$ cat src/rtl/kbd_scan_display.sv
// PS/2 scancode history shown as hex on a multiplexed 7-segment display.
// Optional prefix decoding keeps make codes only, with E0-extended codes flagged on the dp.
module kbd_scan_display #(
  parameter int unsigned DIGITS       = 8,
  parameter int unsigned SCAN_DIV     = 50000,
  parameter bit          FILTER_BREAK = 1'b1
) (
  input  logic              clk,
  input  logic              rst,
  input  logic              kbd_ready,
  input  logic [7:0]        kbd_data,
  input  logic              hold,
  input  logic              clr,
  output logic [7:0]        SEG,
  output logic [DIGITS-1:0] AN,
  output logic [15:0]       event_cnt
);

  localparam int unsigned DEPTH = DIGITS / 2;
  localparam int unsigned DW    = (DIGITS > 2) ? $clog2(DIGITS) : 1;
  localparam int unsigned CW    = $clog2(SCAN_DIV);

  localparam logic [1:0] StIdle   = 2'd0;
  localparam logic [1:0] StExt    = 2'd1;
  localparam logic [1:0] StBrk    = 2'd2;
  localparam logic [1:0] StExtBrk = 2'd3;

  logic [1:0]    state_q, state_d;
  logic          store, store_ext, do_store;
  logic [8:0]    hist_q [DEPTH];
  logic [CW-1:0] div_q;
  logic [DW-1:0] d_q;
  logic [8:0]    cur_entry;
  logic [3:0]    nib;
  logic [6:0]    hex;

  wire is_e0 = (kbd_data == 8'hE0);
  wire is_f0 = (kbd_data == 8'hF0);

  always_comb begin
    state_d   = state_q;
    store     = 1'b0;
    store_ext = 1'b0;
    if (kbd_ready) begin
      if (!FILTER_BREAK) begin
        store = 1'b1;
      end else begin
        case (state_q)
          StIdle: begin
            if (is_e0)      state_d = StExt;
            else if (is_f0) state_d = StBrk;
            else            store   = 1'b1;
          end
          StExt: begin
            if (is_f0) begin
              state_d = StExtBrk;
            end else if (!is_e0) begin
              store     = 1'b1;
              store_ext = 1'b1;
              state_d   = StIdle;
            end
          end
          StBrk: begin
            if (is_e0)       state_d = StExtBrk;
            else if (!is_f0) state_d = StIdle;
          end
          default: begin
            if (!is_e0 && !is_f0) state_d = StIdle;
          end
        endcase
      end
    end
  end

  // hold freezes the history only; the decoder keeps following prefixes
  assign do_store = store & ~hold & ~clr;

  always_ff @(posedge clk) begin
    if (rst || clr) begin
      state_q   <= StIdle;
      event_cnt <= 16'h0000;
      for (int k = 0; k < DEPTH; k++) hist_q[k] <= '0;
    end else begin
      state_q <= state_d;
      if (do_store) begin
        for (int k = DEPTH - 1; k > 0; k--) hist_q[k] <= hist_q[k-1];
        hist_q[0] <= {store_ext, kbd_data};
        event_cnt <= event_cnt + 16'd1;
      end
    end
  end

  always_comb begin
    cur_entry = '0;
    for (int k = 0; k < DEPTH; k++) begin
      if ((d_q >> 1) == DW'(k)) cur_entry = hist_q[k];
    end
    nib = d_q[0] ? cur_entry[7:4] : cur_entry[3:0];
  end

  always_comb begin
    case (nib)
      4'h0: hex = 7'h40;
      4'h1: hex = 7'h79;
      4'h2: hex = 7'h24;
      4'h3: hex = 7'h30;
      4'h4: hex = 7'h19;
      4'h5: hex = 7'h12;
      4'h6: hex = 7'h02;
      4'h7: hex = 7'h78;
      4'h8: hex = 7'h00;
      4'h9: hex = 7'h10;
      4'hA: hex = 7'h08;
      4'hB: hex = 7'h03;
      4'hC: hex = 7'h46;
      4'hD: hex = 7'h21;
      4'hE: hex = 7'h06;
      default: hex = 7'h0E;
    endcase
  end

  always_ff @(posedge clk) begin
    if (rst) begin
      div_q <= '0;
      d_q   <= '0;
      AN    <= '1;
      SEG   <= 8'hFF;
    end else begin
      if (div_q == CW'(SCAN_DIV - 1)) begin
        div_q <= '0;
        d_q   <= (d_q == DW'(DIGITS - 1)) ? '0 : d_q + 1'b1;
      end else begin
        div_q <= div_q + 1'b1;
      end
      AN  <= ~(DIGITS'(1) << d_q);
      // dp marks an extended code on the high-nibble digit of its entry
      SEG <= {~(d_q[0] & cur_entry[8]), hex};
    end
  end

endmodule
$ cat config.mk
export PLATFORM = sky130hd
export DESIGN_NAME = kbd_scan_display
export DESIGN_NICKNAME = d
export VERILOG_FILES = /design/src/rtl/kbd_scan_display.sv
export SDC_FILE = /design/constraint.sdc
export NUM_CORES = 1
export LEC_CHECK = 0
export BUFFER_PORTS_ARGS = -buffer_cell sky130_fd_sc_hd__buf_4
export CAP_MARGIN = 5
export CORE_MARGIN = 1
export CORE_UTILIZATION = 50
export DETAILED_ROUTE_END_ITERATION = 16
export MAX_ROUTING_LAYER = met4
export PLACE_DENSITY = 0.7
export SYNTH_ARGS = -nofsm -noshare
export SYNTH_HDL_FRONTEND = slang
export SYNTH_SLANG_ARGS = --single-unit
export TNS_END_PERCENT = 5
$ cat constraint.sdc
create_clock -name clk -period 6 [get_ports clk]
set_input_delay 0.3 -clock clk [delete_from_list [all_inputs] [get_ports clk]]
set_output_delay 0.3 -clock clk [all_outputs]
set_load 0.01 [all_outputs]
# == Yosys cells after proc, flatten, opt, wreduce, memory -nomap -nowiden ==
# Memories as Yosys holds them, arrays and structs flattened. A register that Yosys moved wholly into a read port is not among the register bits.
# Cells that the tools add are included.
# op_classes
addsub,3
n_mul,0
div_mod_pow,0
order_cmp,0
eq_ne,12
shift,1
muxes,31
n_bitwise,11
n_reduce_logical,9
# ops
operator,count
2-to-1 mux 9 bit,8
adder 16 x 1 -> 16 bit (second input constant),2
== test 16 bit (second input constant),1
== test 8 bit (second input constant),2
2-to-1 mux 2 bit,7
2-to-1 mux 1 bit,12
inequality test 3 bit (second input constant),3
inverter 8 bit,1
left shift 1 x 3 -> 8 bit (first input constant),1
== test 2 bit (second input constant),3
one-hot mux 2 bit (3 select lines),1
AND reduction 5 bit,1
== test 2 x 1 -> 1 bit (second input constant),2
2-to-1 mux 4 bit,1
bitwise OR 1 bit,4
nonzero test 4 bit,1
adder 3 x 1 -> 3 bit (second input constant),1
AND 1 bit,3
== test 3 bit (second input constant),1
logical NOT 3 bit,1
2-to-1 mux 3 bit,1
inverter 1 bit,3
logical NOT 1 bit,2
logical NOT 2 bit,1
4 further kinds,4
# totals
regBits,53
latchBits,0
ram_bits,36
rom_bits,112
inputBits,13
out_inout_bits,32
wordCells,75
n_memories,2
# memory_table
name,depth,word_bits,rd,rd_ports_with_merged_regs,wr,line,rtl
(name not given),16,7,1,1,0,102,case (nib)
hist_q,4,9,4,0,4,30,logic [8:0] hist_q [DEPTH];

# == Depth between registers and ports, before layout ==
# Gate-level depths: netlist (run 1).
# logic_depth
depth_word,11
ltp_mapped,10
depth_no_buf,8

# == Least setup slack after synthesis (run 1) ==
# Ideal clock, no wire load.
# synth_timing
path_kind,input port to flip-flop
startpoint,in kbd_data[6]
endpoint,"mem hist_q[0][0], enable pin"
setup_time_ps,394
arrival_ps,1858
required_ps,5606
path_slack_ps,3748
cell_stages,4
n_path_buf,1
cell_sequence,and4b_2 a2111o_1 buf_2 nand2_1
# synth_rtl
item,line,rtl
start: declaration,11,"input logic [7:0] kbd_data,"
end: declaration,30,

# == Final worst setup path (run 1) ==
# layout_timing
startpoint,reg d_q[1]
endpoint,reg SEG[3]
# layout_between
elab_chain_len,6
elab_cells_between_ends,9
cone_classes,3 x eq/ne; 5 x mux; 1 x reduce/logical
# layout_rtl
item,line,rtl
start: declaration,32,logic [DW-1:0] d_q;
start signal: assignment,131,d_q <= (d_q == DW'(DIGITS - 1)) ? '0 : d_q + 1'b1;
logical NOT 3 bit,96,if ((d_q >> 1) == DW'(k)) cur_entry = hist_q[k];
2-to-1 mux 9 bit (3 in a row),96,
2-to-1 mux 9 bit (*),96,
2-to-1 mux 4 bit (*),98,nib = d_q[0] ? cur_entry[7:4] : cur_entry[3:0];
end: declaration,14,"output logic [7:0] SEG,"
# Every way passes the cells marked *; elsewhere a longest branch is shown, timed or not.
# A chain may end at the register's enable or synchronous reset.

==> results.txt, run 1 <==
----------------------------------------------------
[STA]
  Max Slew Vio Count ... 0
  Worst Max-Slew Pin Slew ... 0.9707 ns
  Setup Viol. Count Final ... 0
  Max Clk Rate ... 359.8 MHz
  Final Hold Violating Endpoints ... 0
  Setup TNS ... 0 ns
  Worst setup skew after layout ... 0.01039 ns
  Post-route setup slack ... 3.220 ns
  Slew Limit Headroom ... 0.3522
  Final clock period utilization by the worst path ... 0.4633
  Minimum clock period after layout ... 2.780 ns
  RSZ-0062 raised after global routing ... no

[Worst setup path]
  Kind of critical path ... reg2reg
  Startpoint types ... flop
  Critical path data required time ... 6.20 ns
  CP max FO ... 17
  Cell family with the largest share of critical-path delay ... multiplexers
  Critical path's slowest cell ... sky130_fd_sc_hd__dfxtp_1
  Total buffers and inverters traversed by the critical path ... 0
  Kind of capture point of the worst setup path ... flop
  Data arrival at the endpoint of the critical path ... 2.98 ns
  Slowest Stage Delay on Critical Path ... 0.92 ns
  Cell Chain, Critical Path ... mux4_2 -> mux2_2 -> ha_1 -> and3_1 -> a2111oi_2 -> a31oi_1

[Synthesis]
  Net Count, Synth ... ~390
  Count of flip-flops with a built-in enable after synthesis ... 36
  Number of warnings issued by yosys ... 0
  Area of the mapped netlist ... around 0.004 mm2
  Mean Syn Cell Area ... 10.88 um2
  Synthesized flop and latch total ... 89
  Post-synthesis instance total ... between 300 and 400
  Fraction of the yosys area taken by sequential cells ... 0.5380
  Leading register cell type out of synthesis ... sky130_fd_sc_hd__dfxtp_1
  Synth unique cells ... 53
  FFs w/ async S/R, synth ... 0

[Power]
  Comb power frac ... 0.058
  Switching share of power ... 0.2166
  Switch Pwr ... approximately 0.25 mW
  Areal power density over the cells ... roughly 250 mW/mm2
  Leakage power of the design ... 1.777 nW
  Clock share of power ... 0.364
  Share of power burned in registers ... 0.578
  Internal power consumption ... between 0.8 and 0.9 mW
  VDD IR max ... roughly 0.00013 V

[Placement]
  Number of buffers added on ports ... 44
  Placed inst area ... 0.004384 mm2
  Routability-driven placement congestion ratio ... 0.7216
  Sum of net half-perimeters after detailed placement ... 4743 um
  Worst setup slack before clock tree synthesis ... 3.222 ns

[GRT]
  Global route overflow ... 0
  GRT Total Usage ... 0.1825
  Antenna violations before repair ... 0
  Number of global-route vias before repair ... roughly 2,600
  First-pass GRT wire length ... about 12,000 um
  Pin count of the biggest net entering global routing ... 37

[Floorplanning]
  Die footprint ... 0.008324 mm2
  Row count ... 32
  Starting density of the core ... 0.5152
  Core region area ... 0.007727 mm2
  Num ports ... 45
  Die Span Y ... slightly above 90 um
  Die Wd ... 91.24 um

[Clock network]
  H-tree levels ... 3
  CTS tree ... yes
  Clk_lat worst skew ... 0.34 ns
  Buffers inserted during post-CTS setup optimization ... 0
  Maximum number of buffers from clock root to sink ... 2
  Cts-stage hold buffer count ... 0
  Clock Sink Count ... 89
  Clock tree root buffer cell ... sky130_fd_sc_hd__clkbuf_8
  Reg clk slew, reported paths ... roughly 0.080 ns
  Number of CTS-inserted buffers ... 9
  Number of instances resized during post-cts repair ... 0

[Final layout]
  # diodes ... 0
  Nets@finish ... approximately 430
  Area growth from synthesis to layout ... 15.27%
  Layout filler cell count ... 667
  Footprint of the flip-flops and latches ... 0.002142 mm2
  Multi-input logic area ... 0.001720 mm2
  Post-route design area ... 0.004589 mm2
  Fraction of final layout cells sized beyond drive strength 1 ... 0.1932

[Detailed routing]
  Mean number of vias per cell ... 5.202
  Via count ... 2,684
  Routed wire per std cell ... 13.25 um
  First-pass DRT Iterations ... 4
  DRC violation total after the first TritonRoute iteration ... about 130
  Post-route ant nets ... 0
  # DRC ... 0
  Routed wire length ... 6839 um

[Worst hold path]
  Type of the tightest min-delay check ... in2reg

[Flow run]
  Reported max-cap violation count ... 0

[Run status]
  Result of the run ... finished clean

----------------------------------------------------
==> cell usage after synthesis (3+ instances only) <==
master,instances,share of area
sky130_fd_sc_hd__nand4_1,8,0.013
sky130_fd_sc_hd__o21ai_0,4,0.0050
sky130_fd_sc_hd__nor2_1,47,0.044
sky130_fd_sc_hd__edfxtp_1,36,0.27
sky130_fd_sc_hd__and2_1,37,0.058
sky130_fd_sc_hd__nand2_1,27,0.025
sky130_fd_sc_hd__a21oi_1,10,0.013
sky130_fd_sc_hd__nor3_1,8,0.010
sky130_fd_sc_hd__dfxtp_1,53,0.27
sky130_fd_sc_hd__xnor2_1,13,0.029
sky130_fd_sc_hd__ha_1,12,0.038
sky130_fd_sc_hd__nor2b_1,3,0.0047
sky130_fd_sc_hd__mux2i_1,12,0.030
sky130_fd_sc_hd__mux4_2,5,0.028
sky130_fd_sc_hd__xor2_1,14,0.031
sky130_fd_sc_hd__inv_1,15,0.014
sky130_fd_sc_hd__a31oi_1,3,0.0047
sky130_fd_sc_hd__clkbuf_1,8,0.0075
sky130_fd_sc_hd__nand3_1,8,0.010
==> worst reg2reg max path: cells and delay by family (launching register included) <==
family / cells / cell delay, ns
AO/OA/AOI/OAI: 2 / 0.38
adder cells (fa/ha/maj): 1 / 0.23
flip-flops: 1 / 0.92
multiplexers: 2 / 0.94
AND/OR/NAND/NOR: 1 / 0.17
==> area by class of cell <==
class,instances,area share
well taps,102,0.02781
flip-flops and latches,89,0.4667
inverters,15,0.01227
multi-input cells,249,0.3749
clock inverters,5,0.01172
clock buffers,11,0.03299
repair buffers,45,0.07361
==> kinds of logic (layout without fill, tap and decap cells) <==
family,after synthesis,after routing,share of synthesized area
AO/OA/AOI/OAI,33,33,0.06034
XOR/XNOR,27,27,0.05940
adder cells (fa/ha/maj),12,12,0.03771
buffers and inverters,28,76,0.03048
flip-flops,89,89,0.5380
multiplexers,19,19,0.06694
AND/OR/NAND/NOR,158,158,0.2071
==> cells in the final DEF, fill, tap and decap left out, types with 12 or more instances in the layout <==
cell	instances
sky130_fd_sc_hd__and2_1	37
sky130_fd_sc_hd__buf_4	45
sky130_fd_sc_hd__dfxtp_1	53
sky130_fd_sc_hd__edfxtp_1	36
sky130_fd_sc_hd__ha_1	12
sky130_fd_sc_hd__inv_1	16
sky130_fd_sc_hd__mux2i_1	12
sky130_fd_sc_hd__nand2_1	27
sky130_fd_sc_hd__nor2_1	46
sky130_fd_sc_hd__xnor2_1	13
sky130_fd_sc_hd__xor2_1	14
==> worst paths after layout <==
path	from	end	slack, ns	cells after the start
max	d_q[1]	SEG[3]	3.22	6
min	kbd_data[4]	state_q[1]	0.20	3
max reg2reg	d_q[1]	SEG[3]	3.22	6
min reg2reg	event_cnt[15]	event_cnt[15]	0.48	2
==> routing by layer <==
layer / vias up / wire (um) / part of all wire / GRT usage
li1: 1357 / - / - / -
met1: 1267 / 3342 / 0.49 / 0.2348
met2: 50 / 3224 / 0.47 / 0.2904
met3: 10 / 198 / 0.029 / 0.03099
met4: 0 / 74 / 0.011 / 0.06746
met5: - / 0 / 0 / -
==> through the flow <==
| step | total power, mW | instances | util | hold slack (ns) |
|---|---|---|---|---|
| CTS | 1.149 | 516 | 0.5939 | 0.1903 |
| finish | 1.137 | 516 | 0.5939 | 0.2007 |
| floorplan | 0.7099 | 366 | - | 0.4262 |
| global route | 1.183 | 516 | 0.5939 | 0.2198 |
| detailed placement | 0.7373 | 500 | 0.5674 | 0.4733 |
| global placement | 0.7349 | 500 | 0.5674 | 0.4427 |
==> power groups by stage <==
| stage | Clock, mW | Combinational (mW) | Sequential [mW] |
|---|---|---|---|
| floorplan | 0 | 0.0394 | 0.670 |
| global placement | 0 | 0.0638 | 0.671 |
| finish | 0.413 | 0.0660 | 0.657 |
| CTS | 0.425 | 0.0663 | 0.657 |
| detailed placement | 0 | 0.0661 | 0.671 |
| global route | 0.451 | 0.0723 | 0.660 |
==> registers in the layout (all words and copies together), names as in the netlist <==
name,flops
d_q,3
hist_q,36
state_q,2
AN,8
event_cnt,16
SEG,8
div_q,16
No activity file was read; power rests on OpenSTA's default activity.
==> inputs of run 2 (changes only) <==
clock period = 2.7 ns   (was 6 ns; I/O delays follow)
==> run 2 against run 1 <==
Compared with the run above: critical path depth is 2 higher; core utilization is 0.32 points higher; register-to-register slack worse by 3.0 ns; total power is 130% higher; clock skew is 0.0038 ns higher; final cell count is 0.58% higher; non-clock buffer count is 3 higher; first-iteration DRC count is 20% lower; sequential power is 120% higher.
==> results.txt, run 2 (synthesis gave the netlist of run 1 again) <==
----------------------------------------------------
[Run status]
  Result of the run ... finished clean

[STA]
  Worst Max-Slew Pin Slew ... 0.5821 ns
  Max Clk Rate ... 407.7 MHz
  Final clock period utilization by the worst path ... 0.9085
  RSZ-0062 raised after global routing ... no
  Setup TNS ... 0 ns
  Worst hold slack ... 0.03562 ns
  Slew Limit Headroom ... 0.6019
  Minimum clock period after layout ... about 2.5 ns
  Worst setup skew after layout ... ~0.014 ns
  Setup Viol. Count Final ... 0
  Final Hold Violating Endpoints ... 0
  Max Slew Vio Count ... 0

[Worst setup path]
  Startpoint types ... flop
  Data arrival at the endpoint of the critical path ... approximately 2.7 ns
  Flop-to-flop setup slack ... 0.25 ns
  Critical path data required time ... 2.91 ns
  Kind of capture point of the worst setup path ... flop
  CP max FO ... 15
  Kind of critical path ... reg2reg

[Clock network]
  Buffers inserted during post-CTS setup optimization ... 0
  Cts-stage hold buffer count ... 0
  Number of CTS-inserted buffers ... 9
  Maximum number of buffers from clock root to sink ... 2
  Reg clk slew, reported paths ... 0.08 ns
  Clk_lat worst skew ... 0.35 ns
  CTS tree ... yes
  H-tree levels ... 3
  Number of instances resized during post-cts repair ... 0
  Clock tree root buffer cell ... sky130_fd_sc_hd__clkbuf_8
  Clock Sink Count ... 89

[Detailed routing]
  First-pass DRT Iterations ... 4
  Via count ... 2,730
  Routed wire per std cell ... 13.74 um
  # DRC ... 0
  Routed wire length ... 7132 um
  Mean number of vias per cell ... 5.260
  DRC violation total after the first TritonRoute iteration ... 101
  Post-route ant nets ... 0

[GRT]
  First-pass GRT wire length ... 12,240 um
  GRT Total Usage ... 0.1906
  Global route overflow ... 0
  Antenna violations before repair ... 0
  Number of global-route vias before repair ... 2,657
  Pin count of the biggest net entering global routing ... 37

[Placement]
  Sum of net half-perimeters after detailed placement ... 5059 um
  Number of buffers added on ports ... 44
  Routability-driven placement congestion ratio ... between 0.7 and 0.8

[Power]
  VDD IR max ... 0.0002538 V
  Leakage power of the design ... 1.791 nW
  Clock share of power ... 0.373
  Internal power consumption ... 2.017 mW
  Switching share of power ... 0.2129
  Areal power density over the cells ... roughly 560 mW/mm2
  Overall Power ... 2.563 mW
  Share of power burned in registers ... 0.570
  Switch Pwr ... 0.5457 mW
  Comb power frac ... 0.057

[Final layout]
  Most common library cell in the layout ignoring fill and taps ... sky130_fd_sc_hd__dfxtp_1
  Register name with the most flops ... hist_q
  # diodes ... 0
  Largest register FFs ... 36
  Area growth from synthesis to layout ... 15.90%
  Largest registers ranked by flip-flop count ... hist_q: 36 flops, div_q: 16 flops, event_cnt: 16 flops
  Nets@finish ... roughly 440
  Highest-count cells in the layout ignoring fill and taps ... 53 x sky130_fd_sc_hd__dfxtp_1, 48 x sky130_fd_sc_hd__buf_4, 47 x sky130_fd_sc_hd__nor2_1
  Fraction of final layout cells sized beyond drive strength 1 ... 0.1942

[Floorplanning]
  Starting density of the core ... 0.5152
  Core region area ... a little under 0.008 mm2
  Num ports ... 45
  Row count ... 32
  Die Wd ... ~91 um
  Die Span Y ... 91.24 um
  Die footprint ... 0.008324 mm2

[Flow run]
  Reported max-cap violation count ... 0

[Worst hold path]
  Type of the tightest min-delay check ... in2reg

----------------------------------------------------
-- run 2: changes by cell type in the layout (fill, tap and decap cells not counted), sizes merged --
cell,previous run,this run
clkbuf,11,14
clkinv,2,1
buf,45,48
inv,17,15
-- run 2: power by group through the flow --
stage	clock network (mW)	logic [mW]	registers, mW
2_1_floorplan	0	0.0876	1.49
3_3_place_gp	0	0.143	1.49
3_5_place_dp	0	0.147	1.49
4_1_cts	0.971	0.148	1.46
5_1_grt	1.03	0.162	1.47
6_report	0.955	0.146	1.46
-- run 2: final timing paths --
check                   start          to  cells after the start
setup reg to reg       d_q[1]      SEG[0]                      8
hold reg to reg      div_q[0]    div_q[0]                      1
hold / removal    kbd_data[4]  state_q[1]                      3
setup / recovery       d_q[1]      SEG[0]                      8
-- run 2: layout make-up --
cell class | instances | area, um2
Timing Repair Buffer | 48 | 360.3
Tap cell | 102 | 127.6
Multi-Input combinational cell | 249 | 1718
Fill cell | 649 | 3113
Inverter | 15 | 56.30
Clock inverter | 2 | 35.03
Clock buffer | 14 | 175.2
Sequential cell | 89 | 2142
-- run 2: worst max-delay path, cell delays in order (launching register included) --
cell                        delay, ns
sky130_fd_sc_hd__dfxtp_1         0.41
sky130_fd_sc_hd__buf_4           0.29
sky130_fd_sc_hd__mux2i_1         0.24
sky130_fd_sc_hd__a22o_1          0.15
sky130_fd_sc_hd__a221o_1         0.18
sky130_fd_sc_hd__inv_1           0.10
sky130_fd_sc_hd__ha_1            0.25
sky130_fd_sc_hd__a2111oi_0       0.57
sky130_fd_sc_hd__a211oi_1        0.12
-- run 2: through the flow --
stage / setup slack (ns) / util / instances / cell area (um2)
floorplan: 0.5469 / - / 366 / 3981
global placement: 0.5190 / 0.5699 / 503 / 4404
detailed placement: 0.2281 / 0.5699 / 503 / 4404
CTS: 0.2040 / 0.5972 / 519 / 4614
global route: 0.08519 / 0.5972 / 519 / 4614
finish: 0.2470 / 0.5972 / 519 / 4614
-- run 2: layer usage --
metal  part of all wire  vias to the layer above  global-route usage
met2               0.49                       51              0.3119
met5                  0                        -                   -
met3              0.032                        9             0.04020
li1                   -                     1359                   -
met1               0.46                     1311              0.2261
met4              0.017                        0             0.08730
==> inputs of run 3 (changes only) <==
CORE_ASPECT_RATIO = 0.7   (was not set)
==> run 3 against run 2 <==
Compared with the run above: setup slack gained 0.16 ns; largest cell class unchanged; wire length is essentially flat; critical endpoint is now SEG[3]; clock-buffer cell count fell by 3; global-route usage up 0.58 points; highest routed layer unchanged.
==> results.txt, run 3 (synthesis gave the netlist of run 1 again) <==
----------------------------------------------------
[Clock network]
  Clock Sink Count ... 89
  Number of instances resized during post-cts repair ... 0
  Buffers inserted during post-CTS setup optimization ... 0
  Number of CTS-inserted buffers ... 9
  Reg clk slew, reported paths ... 0.06 ns
  H-tree levels ... 3
  Clock tree root buffer cell ... sky130_fd_sc_hd__clkbuf_16
  Maximum number of buffers from clock root to sink ... 2
  CTS tree ... yes
  Clk_lat worst skew ... 0.33 ns
  Cts-stage hold buffer count ... 0

[STA]
  Final Hold Violating Endpoints ... 0
  Setup TNS ... 0 ns
  Max Clk Rate ... 436.3 MHz
  Final clock period utilization by the worst path ... 0.8488
  Worst setup skew after layout ... 0.007801 ns
  Max Slew Vio Count ... 0
  Slew Limit Headroom ... 0.5936
  RSZ-0062 raised after global routing ... no
  Setup Viol. Count Final ... 0
  Post-route setup slack ... about 0.41 ns
  Worst Max-Slew Pin Slew ... 0.6050 ns
  Worst hold slack ... 0.05452 ns
  Minimum clock period after layout ... 2.292 ns

[Worst setup path]
  Reg2Reg Launch Point ... d_q[1]
  End of the critical path ... SEG[3]
  Crit. Startpoint ... d_q[1]
  Flop-to-flop setup slack ... 0.41 ns
  Kind of capture point of the worst setup path ... flop
  Critical path data required time ... roughly 2.9 ns
  CP max FO ... 15
  Reg2reg path depth ... 9
  Data arrival at the endpoint of the critical path ... 2.50 ns
  Kind of critical path ... reg2reg
  Worst R2R End ... SEG[3]
  Startpoint types ... flop

[Detailed routing]
  Via count ... 2,673
  First-pass DRT Iterations ... 4
  Routed wire per std cell ... 13.84 um
  Mean number of vias per cell ... between 5 and 6
  DRC violation total after the first TritonRoute iteration ... between 100 and 150
  # DRC ... 0
  Post-route ant nets ... 0
  Routed wire length ... around 7100 um

[Power]
  Switch Pwr ... 0.5833 mW
  Comb power frac ... 0.055
  Overall Power ... 2.702 mW
  Leakage power of the design ... 1.804 nW
  Internal power consumption ... approximately 2.1 mW
  Switching share of power ... 0.2159
  Areal power density over the cells ... 580.4 mW/mm2
  Share of power burned in registers ... 0.542
  Clock share of power ... 0.404
  VDD IR max ... between 0.0006 and 0.0007 V

[Placement]
  Number of buffers added on ports ... 44
  Sum of net half-perimeters after detailed placement ... 5051 um
  Worst setup slack before clock tree synthesis ... 0.4198 ns
  Routability-driven placement congestion ratio ... 0.8228

[Final layout]
  Layout filler cell count ... 615
  Footprint of the flip-flops and latches ... between 0.002 and 0.0025 mm2
  Most common library cell in the layout ignoring fill and taps ... sky130_fd_sc_hd__dfxtp_1
  # diodes ... 0
  Largest registers ranked by flip-flop count ... hist_q: 36 flops, div_q: 16 flops, event_cnt: 16 flops
  Register name with the most flops ... hist_q
  Highest-count cells in the layout ignoring fill and taps ... 53 x sky130_fd_sc_hd__dfxtp_1, 48 x sky130_fd_sc_hd__buf_4, 47 x sky130_fd_sc_hd__nor2_1
  Multi-input logic area ... around 0.0017 mm2
  Area growth from synthesis to layout ... 16.94%
  Largest register FFs ... 36
  Nets@finish ... 437
  Fraction of final layout cells sized beyond drive strength 1 ... 0.1871

[Floorplanning]
  Starting density of the core ... 0.5298
  Row count ... 26
  Die Wd ... between 100 and 150 um
  Core region area ... 0.007515 mm2
  Num ports ... 45
  Die footprint ... 0.008329 mm2
  Die Span Y ... approximately 77 um

[GRT]
  First-pass GRT wire length ... 12,140 um
  Antenna violations before repair ... 0
  Number of global-route vias before repair ... ~2,500
  Pin count of the biggest net entering global routing ... 37
  Global route overflow ... 0
  GRT Total Usage ... 0.1964

[Worst hold path]
  Type of the tightest min-delay check ... in2reg

[Run status]
  Result of the run ... finished clean

[Flow run]
  Reported max-cap violation count ... 0

----------------------------------------------------
[run 3: cell count changes in the layout (fill, tap and decap cells not counted), sizes merged]
cell / previous run / this run
clkinv: 1 / 4
clkbuf: 14 / 11
bufinv: 1 / 0
clkinvlp: 0 / 1
[run 3: layout make-up]
type / count / share of cell area
clock inverters: 5 / 0.005106
well taps: 98 / 0.02634
multi-input cells: 249 / 0.3690
inverters: 15 / 0.01209
clock buffers: 11 / 0.04999
repair buffers: 48 / 0.07740
flip-flops and latches: 89 / 0.4601
[run 3: metrics by stage]
stage / cells / instance area, um2 / util
floorplan: 366 / 3981 / -
finish: 515 / 4656 / 0.6195
detailed placement: 499 / 4399 / 0.5854
global placement: 499 / 4399 / 0.5854
global route: 515 / 4656 / 0.6195
CTS: 515 / 4656 / 0.6195
[run 3: critical path, cell delays in order, from the launching register on]
cell,delay (ns)
sky130_fd_sc_hd__dfxtp_1,0.40
sky130_fd_sc_hd__buf_4,0.29
sky130_fd_sc_hd__mux2i_1,0.22
sky130_fd_sc_hd__a22o_1,0.16
sky130_fd_sc_hd__a221o_1,0.19
sky130_fd_sc_hd__inv_1,0.10
sky130_fd_sc_hd__ha_1,0.25
sky130_fd_sc_hd__and3_1,0.17
sky130_fd_sc_hd__a2111oi_2,0.33
sky130_fd_sc_hd__a31oi_1,0.07
[run 3: how the worst min path moves through the flow]
stage | depth (start not counted) | to | slack [ns] | startpoint
final | 3 | state_q[1] | 0.05 | kbd_data[4]
after CTS | 3 | state_q[1] | 0.04 | kbd_data[4]
after detailed placement | 3 | state_q[1] | 0.39 | kbd_data[4]
after global routing | 3 | state_q[1] | 0.07 | kbd_data[4]
after global placement | 3 | state_q[1] | 0.38 | kbd_data[4]
after floorplan | 2 | state_q[1] | 0.27 | kbd_data[4]
[run 3: metal layers]
metal,part of all wire,vias to the layer above,global-route usage
met5,0,-,-
met4,0.012,0,0.06351
met3,0.049,9,0.06207
met2,0.43,63,0.2722
met1,0.51,1240,0.2716
li1,-,1361,-
[run 3: power groups by stage]
| stage | sequential [mW] | clock [mW] | combinational (mW) |
|---|---|---|---|
| CTS | 1.46 | 1.11 | 0.149 |
| detailed placement | 1.49 | 0 | 0.149 |
| floorplan | 1.49 | 0 | 0.0876 |
| global route | 1.47 | 1.17 | 0.165 |
| global placement | 1.49 | 0 | 0.145 |
| finish | 1.46 | 1.09 | 0.148 |
